File: config.mk
export PLATFORM = sky130hd
export DESIGN_NAME = stack_unit
export DESIGN_NICKNAME = d
export VERILOG_FILES = /design/src/rtl/stack_pkg.sv /design/src/rtl/stack_ram.sv /design/src/rtl/stack_unit.sv
export SDC_FILE = /design/constraint.sdc
export NUM_CORES = 1
export LEC_CHECK = 0
export CELL_PAD_IN_SITES_DETAIL_PLACEMENT = 0
export CELL_PAD_IN_SITES_GLOBAL_PLACEMENT = 1
export CORE_MARGIN = 4
export CORE_UTILIZATION = 46
export CTS_CLUSTER_SIZE = 20
export DETAILED_ROUTE_END_ITERATION = 10
export HOLD_SLACK_MARGIN = 0.02
export PLACE_DENSITY_LB_ADDON = 0.1
export SLEW_MARGIN = 15
export SYNTH_ARGS = -nofsm -noshare
export SYNTH_HDL_FRONTEND = slang
export SYNTH_SLANG_ARGS = --single-unit
File: constraint.sdc
create_clock -name clk -period 3.6 [get_ports clk]
set_input_delay 0.54 -clock clk [delete_from_list [all_inputs] [get_ports clk]]
set_output_delay 0.54 -clock clk [all_outputs]
set_load 0.03 [all_outputs]
File: src/rtl/stack_pkg.sv
// ---------------------------------------------------------------------------
// stack_pkg
// Shared definitions for the hardware call/data stack.
//   state_t             : control FSM states (ST_RUN, ST_ERROR)
//   OP_PUSH / OP_POP    : {push, pop} request encodings used by the decoder
//   SP_TOP_DEFAULT      : byte address reported when the stack is empty
//   WORD_BYTES_DEFAULT  : stack-pointer step per pushed/popped word
// ---------------------------------------------------------------------------
package stack_pkg;

  typedef enum logic {
    ST_RUN   = 1'b0,
    ST_ERROR = 1'b1
  } state_t;

  localparam logic [1:0] OP_PUSH = 2'b10;
  localparam logic [1:0] OP_POP  = 2'b01;

  localparam logic [15:0] SP_TOP_DEFAULT     = 16'hFFFE;
  localparam int          WORD_BYTES_DEFAULT = 2;

endpackage

File: src/rtl/stack_ram.sv
// ---------------------------------------------------------------------------
// stack_ram
// DEPTH x WIDTH register array backing the stack. Contents are deliberately
// not reset; the owner tracks which entries are meaningful.
// Ports:
//   clk        in   write clock (rising edge)
//   i_we       in   write enable
//   i_wr_addr  in   write index
//   i_wr_data  in   word to store
//   i_rd_addr  in   read index
//   o_rd_data  out  combinational read of entry i_rd_addr
// ---------------------------------------------------------------------------
module stack_ram #(
  parameter int WIDTH = 16,
  parameter int DEPTH = 16
) (
  input  logic                     clk,
  input  logic                     i_we,
  input  logic [$clog2(DEPTH)-1:0] i_wr_addr,
  input  logic [WIDTH-1:0]         i_wr_data,
  input  logic [$clog2(DEPTH)-1:0] i_rd_addr,
  output logic [WIDTH-1:0]         o_rd_data
);

  logic [WIDTH-1:0] r_mem [DEPTH];

  // Single synchronous write port
  always_ff @(posedge clk) begin
    if (i_we) begin
      r_mem[i_wr_addr] <= i_wr_data;
    end
  end

  assign o_rd_data = r_mem[i_rd_addr];

endmodule

File: src/rtl/stack_unit.sv
// ---------------------------------------------------------------------------
// stack_unit
// Parametrised hardware stack with byte-addressed SP export, sticky
// overflow/underflow detection, a registered pop path, same-cycle
// push+pop replace and synchronous flush.
// Ports:
//   clk, reset         clock (rising edge), asynchronous active-high reset
//   push, pop          operation requests for this cycle
//   push_data          word to push
//   flush              empty the stack (wins over push/pop)
//   clear_err          return from ERROR to RUN, clearing sticky flags
//   pop_data           registered popped word
//   pop_valid          one-cycle pulse following an accepted pop/replace
//   top_data           current top entry, 0 when empty
//   currentSP          SP_TOP - count*WORD_BYTES (mod 2^ADDR_W)
//   count              occupancy
//   empty, full        derived from count
//   overflow           sticky, push while full
//   underflow          sticky, pop while empty
//   high_water         (STACK_WATERMARK_EN only) max count since reset/flush
// Optional feature macro: STACK_WATERMARK_EN
// ---------------------------------------------------------------------------
module stack_unit
  import stack_pkg::*;
#(
  parameter int                 WIDTH      = 16,
  parameter int                 DEPTH      = 16,
  parameter int                 ADDR_W     = 16,
  parameter logic [ADDR_W-1:0]  SP_TOP     = ADDR_W'(SP_TOP_DEFAULT),
  parameter int                 WORD_BYTES = WORD_BYTES_DEFAULT
) (
  input  logic                     clk,
  input  logic                     reset,
  input  logic                     push,
  input  logic                     pop,
  input  logic [WIDTH-1:0]         push_data,
  input  logic                     flush,
  input  logic                     clear_err,
  output logic [WIDTH-1:0]         pop_data,
  output logic                     pop_valid,
  output logic [WIDTH-1:0]         top_data,
  output logic [ADDR_W-1:0]        currentSP,
  output logic [$clog2(DEPTH):0]   count,
  output logic                     empty,
  output logic                     full,
  output logic                     overflow,
  output logic                     underflow
`ifdef STACK_WATERMARK_EN
  ,
  output logic [$clog2(DEPTH):0]   high_water
`endif
);

  localparam int AW = $clog2(DEPTH);
  localparam int CW = AW + 1;

  state_t           r_state;
  logic [CW-1:0]    r_count;
  logic [WIDTH-1:0] r_popData;
  logic             r_popValid;
  logic             r_overflow;
  logic             r_underflow;

  logic             w_empty;
  logic             w_full;
  logic             w_doPush;
  logic             w_doPop;
  logic             w_doReplace;
  logic             w_ovfEvt;
  logic             w_unfEvt;
  logic [CW-1:0]    w_countNext;
  logic [AW-1:0]    w_topAddr;
  logic [AW-1:0]    w_wrAddr;
  logic             w_we;
  logic [WIDTH-1:0] w_rdData;
  logic [ADDR_W-1:0] w_spOffset;

  assign w_empty   = (r_count == '0);
  assign w_full    = (r_count == CW'(DEPTH));
  assign w_topAddr = AW'(r_count - CW'(1));

  // Operation decode. Flush and the ERROR state both suppress push/pop, so
  // no events can be raised while either holds. Push+pop on an empty stack
  // degenerates to a plain push; on a full stack it is a legal replace.
  always_comb begin
    w_doPush    = 1'b0;
    w_doPop     = 1'b0;
    w_doReplace = 1'b0;
    w_ovfEvt    = 1'b0;
    w_unfEvt    = 1'b0;
    if (!flush && r_state == ST_RUN) begin
      case ({push, pop})
        OP_PUSH: begin
          if (w_full) w_ovfEvt = 1'b1;
          else        w_doPush = 1'b1;
        end
        OP_POP: begin
          if (w_empty) w_unfEvt = 1'b1;
          else         w_doPop  = 1'b1;
        end
        OP_PUSH | OP_POP: begin
          if (w_empty) w_doPush    = 1'b1;
          else         w_doReplace = 1'b1;
        end
        default: ;
      endcase
    end
  end

  // Next occupancy; shared by the count register and the watermark
  always_comb begin
    w_countNext = r_count;
    if (flush)         w_countNext = '0;
    else if (w_doPush) w_countNext = r_count + CW'(1);
    else if (w_doPop)  w_countNext = r_count - CW'(1);
  end

  // A replace overwrites the current top; a push writes the next free slot
  assign w_we     = w_doPush | w_doReplace;
  assign w_wrAddr = w_doReplace ? w_topAddr : AW'(r_count);

  stack_ram #(
    .WIDTH (WIDTH),
    .DEPTH (DEPTH)
  ) u_ram (
    .clk       (clk),
    .i_we      (w_we),
    .i_wr_addr (w_wrAddr),
    .i_wr_data (push_data),
    .i_rd_addr (w_topAddr),
    .o_rd_data (w_rdData)
  );

  // Control FSM with registered outputs. clear_err is looked at only in
  // ERROR and is independent of flush, which never touches flags or state.
  always_ff @(posedge clk or posedge reset) begin
    if (reset) begin
      r_state     <= ST_RUN;
      r_count     <= '0;
      r_popData   <= '0;
      r_popValid  <= 1'b0;
      r_overflow  <= 1'b0;
      r_underflow <= 1'b0;
    end else begin
      r_count    <= w_countNext;
      r_popValid <= w_doPop | w_doReplace;
      if (w_doPop || w_doReplace) begin
        r_popData <= w_rdData;
      end
      case (r_state)
        ST_RUN: begin
          if (w_ovfEvt) begin
            r_overflow <= 1'b1;
            r_state    <= ST_ERROR;
          end
          if (w_unfEvt) begin
            r_underflow <= 1'b1;
            r_state     <= ST_ERROR;
          end
        end
        ST_ERROR: begin
          if (clear_err) begin
            r_overflow  <= 1'b0;
            r_underflow <= 1'b0;
            r_state     <= ST_RUN;
          end
        end
        default: r_state <= ST_RUN;
      endcase
    end
  end

`ifdef STACK_WATERMARK_EN
  logic [CW-1:0] r_highWater;

  // Tracks the peak of the next count so it moves on the same edge as count
  always_ff @(posedge clk or posedge reset) begin
    if (reset) begin
      r_highWater <= '0;
    end else if (flush) begin
      r_highWater <= '0;
    end else if (w_countNext > r_highWater) begin
      r_highWater <= w_countNext;
    end
  end

  assign high_water = r_highWater;
`endif

  // SP arithmetic wraps naturally at ADDR_W bits
  assign w_spOffset = ADDR_W'(r_count) * ADDR_W'(WORD_BYTES);
  assign currentSP  = SP_TOP - w_spOffset;

  assign count     = r_count;
  assign empty     = w_empty;
  assign full      = w_full;
  assign top_data  = w_empty ? '0 : w_rdData;
  assign pop_data  = r_popData;
  assign pop_valid = r_popValid;
  assign overflow  = r_overflow;
  assign underflow = r_underflow;

endmodule

==> results of run 1 <==
==> flip-flops by register name, summed over array words and instances (netlist names) <==
signal and count:
overflow 1, underflow 1, pop_data 16, r_state 1, pop_valid 1, count 5, u_ram.r_mem 256
==> power groups by stage <==
stage | Combinational (uW) | Sequential (uW) | Clock [uW]
after floorplan | 3670 | 4230 | 0
after global placement | 5660 | 4030 | 0
after detailed placement | 5680 | 4050 | 0
after CTS | 5750 | 3980 | 2930
after global routing | 6190 | 4010 | 3070
final | 5810 | 3980 | 2860
==> final timing paths <==
| path | startpoint | endpoint | slack [ns] | cells after the start |
|---|---|---|---|---|
| max | count[0] | top_data[12] | 0.11 | 8 |
| min | pop_data[4] | pop_data[4] | 0.48 | 2 |
| max reg2reg | count[0] | u_ram.r_mem[1][7] | 0.59 | 7 |
| min reg2reg | pop_data[4] | pop_data[4] | 0.48 | 2 |
| max in group asynchronous | reset | count[0] | 2.31 | 2 |
| min in group asynchronous | reset | pop_data[14] | 0.56 | 2 |
==> kinds of logic after synthesis <==
family,count (synthesis),share of synthesized area [%]
DFF,281,71.65
muxes,119,17.44
adders and majority gates,3,0.3236
xor gates and xnor gates,5,0.7334
buffers and inverters,51,2.750
AOI/OAI and AO/OA,36,2.448
and+or+nand+nor,95,4.594
other,2,0.06473
==> worst max-delay path, cell delays in order, from the launching register on <==
cell and delay (ns):
dfrtp_4 0.53, clkinvlp_4 0.24, ha_4 0.38, buf_12 0.18, mux4_2 0.32, mux2i_2 0.27
mux2_2 0.25, nor2_1 0.05, buf_4 0.17
==> routing by layer <==
layer	part of all wire (%)	GRT usage, %	vias to the layer above
met4	1.9	3.842	4
met2	48	30.13	181
met1	43	26.27	3073
li1	-	-	2573
met5	0.10	0	-
met3	6.4	3.816	37
==> what timing repair did <==
item | in CTS | in global routing
pin swaps | 0 | 1
setup buffers | 0 | 2
gates cloned | 0 | 1
hold buffers | 0 | 0
setup endpoints to repair | 16 | 9
gates resized for setup | 5 | 9
==> per-stage QoR <==
stage               setup TNS (ns)  cells
CTS                              0   1031
floorplan                   -41.40    601
global placement                 0    978
detailed placement               0    978
finish                           0   1034
global route              -0.01504   1034
==> cell usage in the layout (no fill, tap or decap), drive strengths merged, types with 4 or more instances in the layout <==
| cell type | instances |
|---|---|
| xnor2 | 4 |
| clkdlybuf4s50 | 52 |
| nand2 | 22 |
| buf | 44 |
| nand3 | 7 |
| mux2i | 39 |
| clkinv | 15 |
| nand4 | 5 |
| nor3 | 19 |
| nor2 | 23 |
| dfrtp | 25 |
| a21oi | 5 |
| mux2 | 16 |
| edfxtp | 256 |
| o21ai | 17 |
| conb | 11 |
| inv | 9 |
| clkbuf | 35 |
| mux4 | 64 |
==> final cells by class <==
| type | instances | area (um2) |
|---|---|---|
| clock buffer | 34 | 744.5 |
| sequential | 281 | 8318 |
| multi-input combinational | 269 | 3132 |
| timing repair buffer | 97 | 945.9 |
| fill | 1910 | 10780 |
| clock inverter | 19 | 170.2 |
| inverter | 10 | 41.29 |
| tap | 324 | 405.4 |
==> out/metrics.cfg, run 1 <==
[status]
status = completed

[timing]
fin_crit_sh_pct = 96.96
finClkSkew_ns = 0.01498
setup_violations = 0
whs_ns = 0.4751
tightest_slew_ns = 1.010
setup_slack_ns = 0.1093
max_freq_mhz = 286.5
finalHoldViolCount = 0
slew_violations = 0
slew_headroom_pct = 32.59
period_needed_ns = 3.491

[global_route]
grt_max_degree = 65
grt_pass1_vias = 5922
grt_pass1_wl_mm = 38.53
grt-ovfl-total = 0
antenna_found_initial = 2
grt_use_total_pct = 18.48

[detailed_routing]
antenna_left = 0
wire_per_inst_um = 25.08
drt_wl_total_mm = 25.93
drt-vias-per-instance = 5.675
drc = 0
drtIter0Drc = 505
drt_first_pass_iters = 5
vias = 5868

[synthesis]
ys_ff_latch = 281
synth_area_um2 = 11600
ys_warn_count = 0
synth.most_common_cell = edfxtp_1
syn_area_per_cell_um2 = 19.60
synth_top_area_share_pct = 66.26
synth_top_cell_by_area = edfxtp_1
synthTopCellsByCount = edfxtp_1, mux4_2, mux2i_1
synth_area_leaders = edfxtp_1, mux4_2, dfrtp_1
synth-edff-count = 256
async_flop_share_pct = 8.897
synth_cells = 592
synth.distinct_cells = 54
synthFlopType = edfxtp_1
yosysSeqAreaShare_pct = 71.65

[setup_path]
cp-start-kind = flop
worstPathArrival_ns = 2.95
end_kind = primary output
criticalPathCategory = reg -> out
cp.required_ns = 3.06
path_max_fanout = 18

[place]
dpl.hpwl_mm = 15.11
gp_congestion = 0.7732
io_buffers = 68
place_area_um2 = 12730
dp_slack_ns = 0.4578

[floorplanning]
core_area_um2 = 24530
rows = 57
die_h_um = 166.8
die_area_um2 = 27830
initial_core_util_pct = 47.29
die_w_um = 166.8
ios = 80

[clock_network]
clk_latency_ns = 0.54
cts_inserted_buffers = 29
cts_tree = done
clk_pin_slew_ns = 0.06
htree_levels = 1
root_buffer = clkbuf_16
cts.sinks = 281
clk_path_buf_depth = 3

[pwr]
pwr-share-comb_pct = 46.0
power_leakage_uw = 0.004634
power_density_nw_per_um2 = 919.7
clkPwrFrac_pct = 22.6
ir_drop_v = 0.0007528
finalPower_uw = 12650
p_int_uw = 7990
switchingPower_uw = 4662
seqPwrFrac_pct = 31.5
switching_share_pct = 36.85

[cells_and_area]
final_util_pct = 56.07
stdcell_area_um2 = 13760
drive_gt1_share_pct = 31.13
antenna-diode-count = 0
syn_to_final_growth_pct = 18.57
nets = 713

[job]
maxCapViolations = 0

[min_path]
worstHoldPathType = reg -> reg

Power figures use the tool's default switching activity.
==> run 2: changes to the inputs <==
SKIP_LAST_GASP = 1   (was unset)
TNS_END_PERCENT = 10   (was unset)
==> out/metrics.cfg, run 2 (same netlist as run 1, synthesis figures left out) <==
[clock_network]
htree_levels = 1
cts_inserted_buffers = 30
clk_pin_slew_ns = 0.06
root_buffer = clkbuf_16
clk_path_buf_depth = 3
cts_tree = done
cts.sinks = 281
clk_latency_ns = 0.55

[detailed_routing]
vias = 5794
drtIter0Drc = 427
antenna_left = 0
drt_wl_total_mm = 24.73
drc = 0
wire_per_inst_um = 23.78
drt_first_pass_iters = 5
drt-vias-per-instance = 5.571

[place]
place_area_um2 = 12780
io_buffers = 68
gp_congestion = 0.7916
dpl.hpwl_mm = 15.85

[setup_path]
path_max_fanout = 32
worstPathArrival_ns = 2.94
slowest_delay_ns = 0.51
end_kind = primary output
criticalPathCategory = reg -> out
crit_chain = inv_1 -> ha_2 -> xor2_4 -> buf_12 -> mux2i_1 -> mux2_2 -> nor2_1 -> buf_4
cp-start-kind = flop
cp.required_ns = 3.06
cpMaxStageDelayCell = dfrtp_4

[cells_and_area]
regMostFlops = u_ram.r_mem
nets = 717
layout_commonest_cell = edfxtp_1
final_cell_mix = edfxtp_1, mux4_2, clkdlybuf4s50_1
antenna-diode-count = 0
drive_gt1_share_pct = 31.42
stdcell_area_um2 = 13770
fillCellCount = 1921
syn_to_final_growth_pct = 18.70
largest_register_ffs = 256

[timing]
setup_violations = 0
finClkSkew_ns = 0.01276
finalHoldViolCount = 0
slew_headroom_pct = 35.84
period_needed_ns = 3.477
fin_crit_sh_pct = 96.58
tightest_slew_ns = 0.9538
slew_violations = 0
rsz0062_at_grt = false
max_freq_mhz = 287.6

[job]
maxCapViolations = 0

[global_route]
grt_pass1_vias = 6011
grt_max_degree = 72
antenna_found_initial = 0
grt_pass1_wl_mm = 37.96
grt_use_total_pct = 17.80
grt-ovfl-total = 0

[floorplanning]
die_h_um = 166.8
die_area_um2 = 27830
initial_core_util_pct = 47.29
ios = 80
die_w_um = 166.8
rows = 57
core_area_um2 = 24530

[pwr]
finalPower_uw = 12580
ir_drop_v = 0.001061
power_leakage_uw = 0.004646
power_density_nw_per_um2 = 913.7

[min_path]
worstHoldPathType = reg -> reg

[status]
status = completed

==> run 2: timing repair <==
| item | CTS | global route |
|---|---|---|
| endpoints found under the setup margin | 7 | 13 |
| buffers inserted | 0 | 0 |
| hold buffers | 0 | 0 |
| resized for setup | 1 | 2 |
==> run 2: final timing paths <==
kind                                   start                 end  slack (ns)  cells past startpoint
worst max-delay path                count[0]         top_data[0]        0.12                      8
worst min-delay path            pop_data[13]        pop_data[13]        0.48                      2
worst max register to register      count[0]  u_ram.r_mem[10][7]        0.49                      7
worst min register to register  pop_data[13]        pop_data[13]        0.48                      2
max in group asynchronous              reset            count[0]        2.38                      2
min in group asynchronous              reset         pop_data[5]        0.52                      2
==> run 2: layout make-up <==
cell class / instances / area [um2] / share of cell area (%)
Multi-Input combinational cell: 269 / 3100 / 22.51
Clock buffer: 32 / 758.2 / 5.506
Sequential cell: 281 / 8318 / 60.40
Inverter: 10 / 37.54 / 0.2726
Clock inverter: 24 / 221.5 / 1.608
Tap cell: 324 / 405.4 / 2.944
Timing Repair Buffer: 100 / 930.9 / 6.759
==> run 2: layer usage <==
| metal | up-vias | part of all wire (%) | track usage (%) |
|---|---|---|---|
| li1 | 2574 | - | - |
| met1 | 3002 | 44 | 26.08 |
| met2 | 181 | 48 | 28.19 |
| met3 | 37 | 5.8 | 3.247 |
| met4 | 0 | 2.2 | 4.340 |
| met5 | - | 0 | 0 |
==> run 2: worst max-delay path, delay by kind of cell (launching register included) <==
family                     cells  cell delay [ns]
buffers and inverters          3             0.66
muxes                          2             0.58
and+or+nand+nor                1             0.06
adders and majority gates      1             0.37
DFF                            1             0.51
xor gates and xnor gates       1             0.19
==> run 2: power breakdown <==
part | internal (uW) | total, uW | switching [uW]
Sequential | 3840 | 3970 | 133
Combinational | 2330 | 5640 | 3310
Clock | 1750 | 2970 | 1220
==> run 2: through the flow <==
stage	TNS (ns)	hold WS [ns]	cells	utilization, %	setup slack (ns)
6_report	0	0.4794	1040	56.14	0.1232
5_1_grt	0	0.4978	1040	56.14	0.01659
4_1_cts	0	0.4855	1040	56.12	0.003390
3_5_place_dp	0	0.4723	984	52.08	0.3980
3_3_place_gp	0	0.4613	984	52.08	0.4441
2_1_floorplan	-97.17	0.5673	601	-	-0.4325
==> run 3: changes to the inputs <==
ABC_CLOCK_PERIOD_IN_PS = 3600   (was unset)
==> results of run 3 <==
Final layout, timing and power as in run 2 (identical DEF).
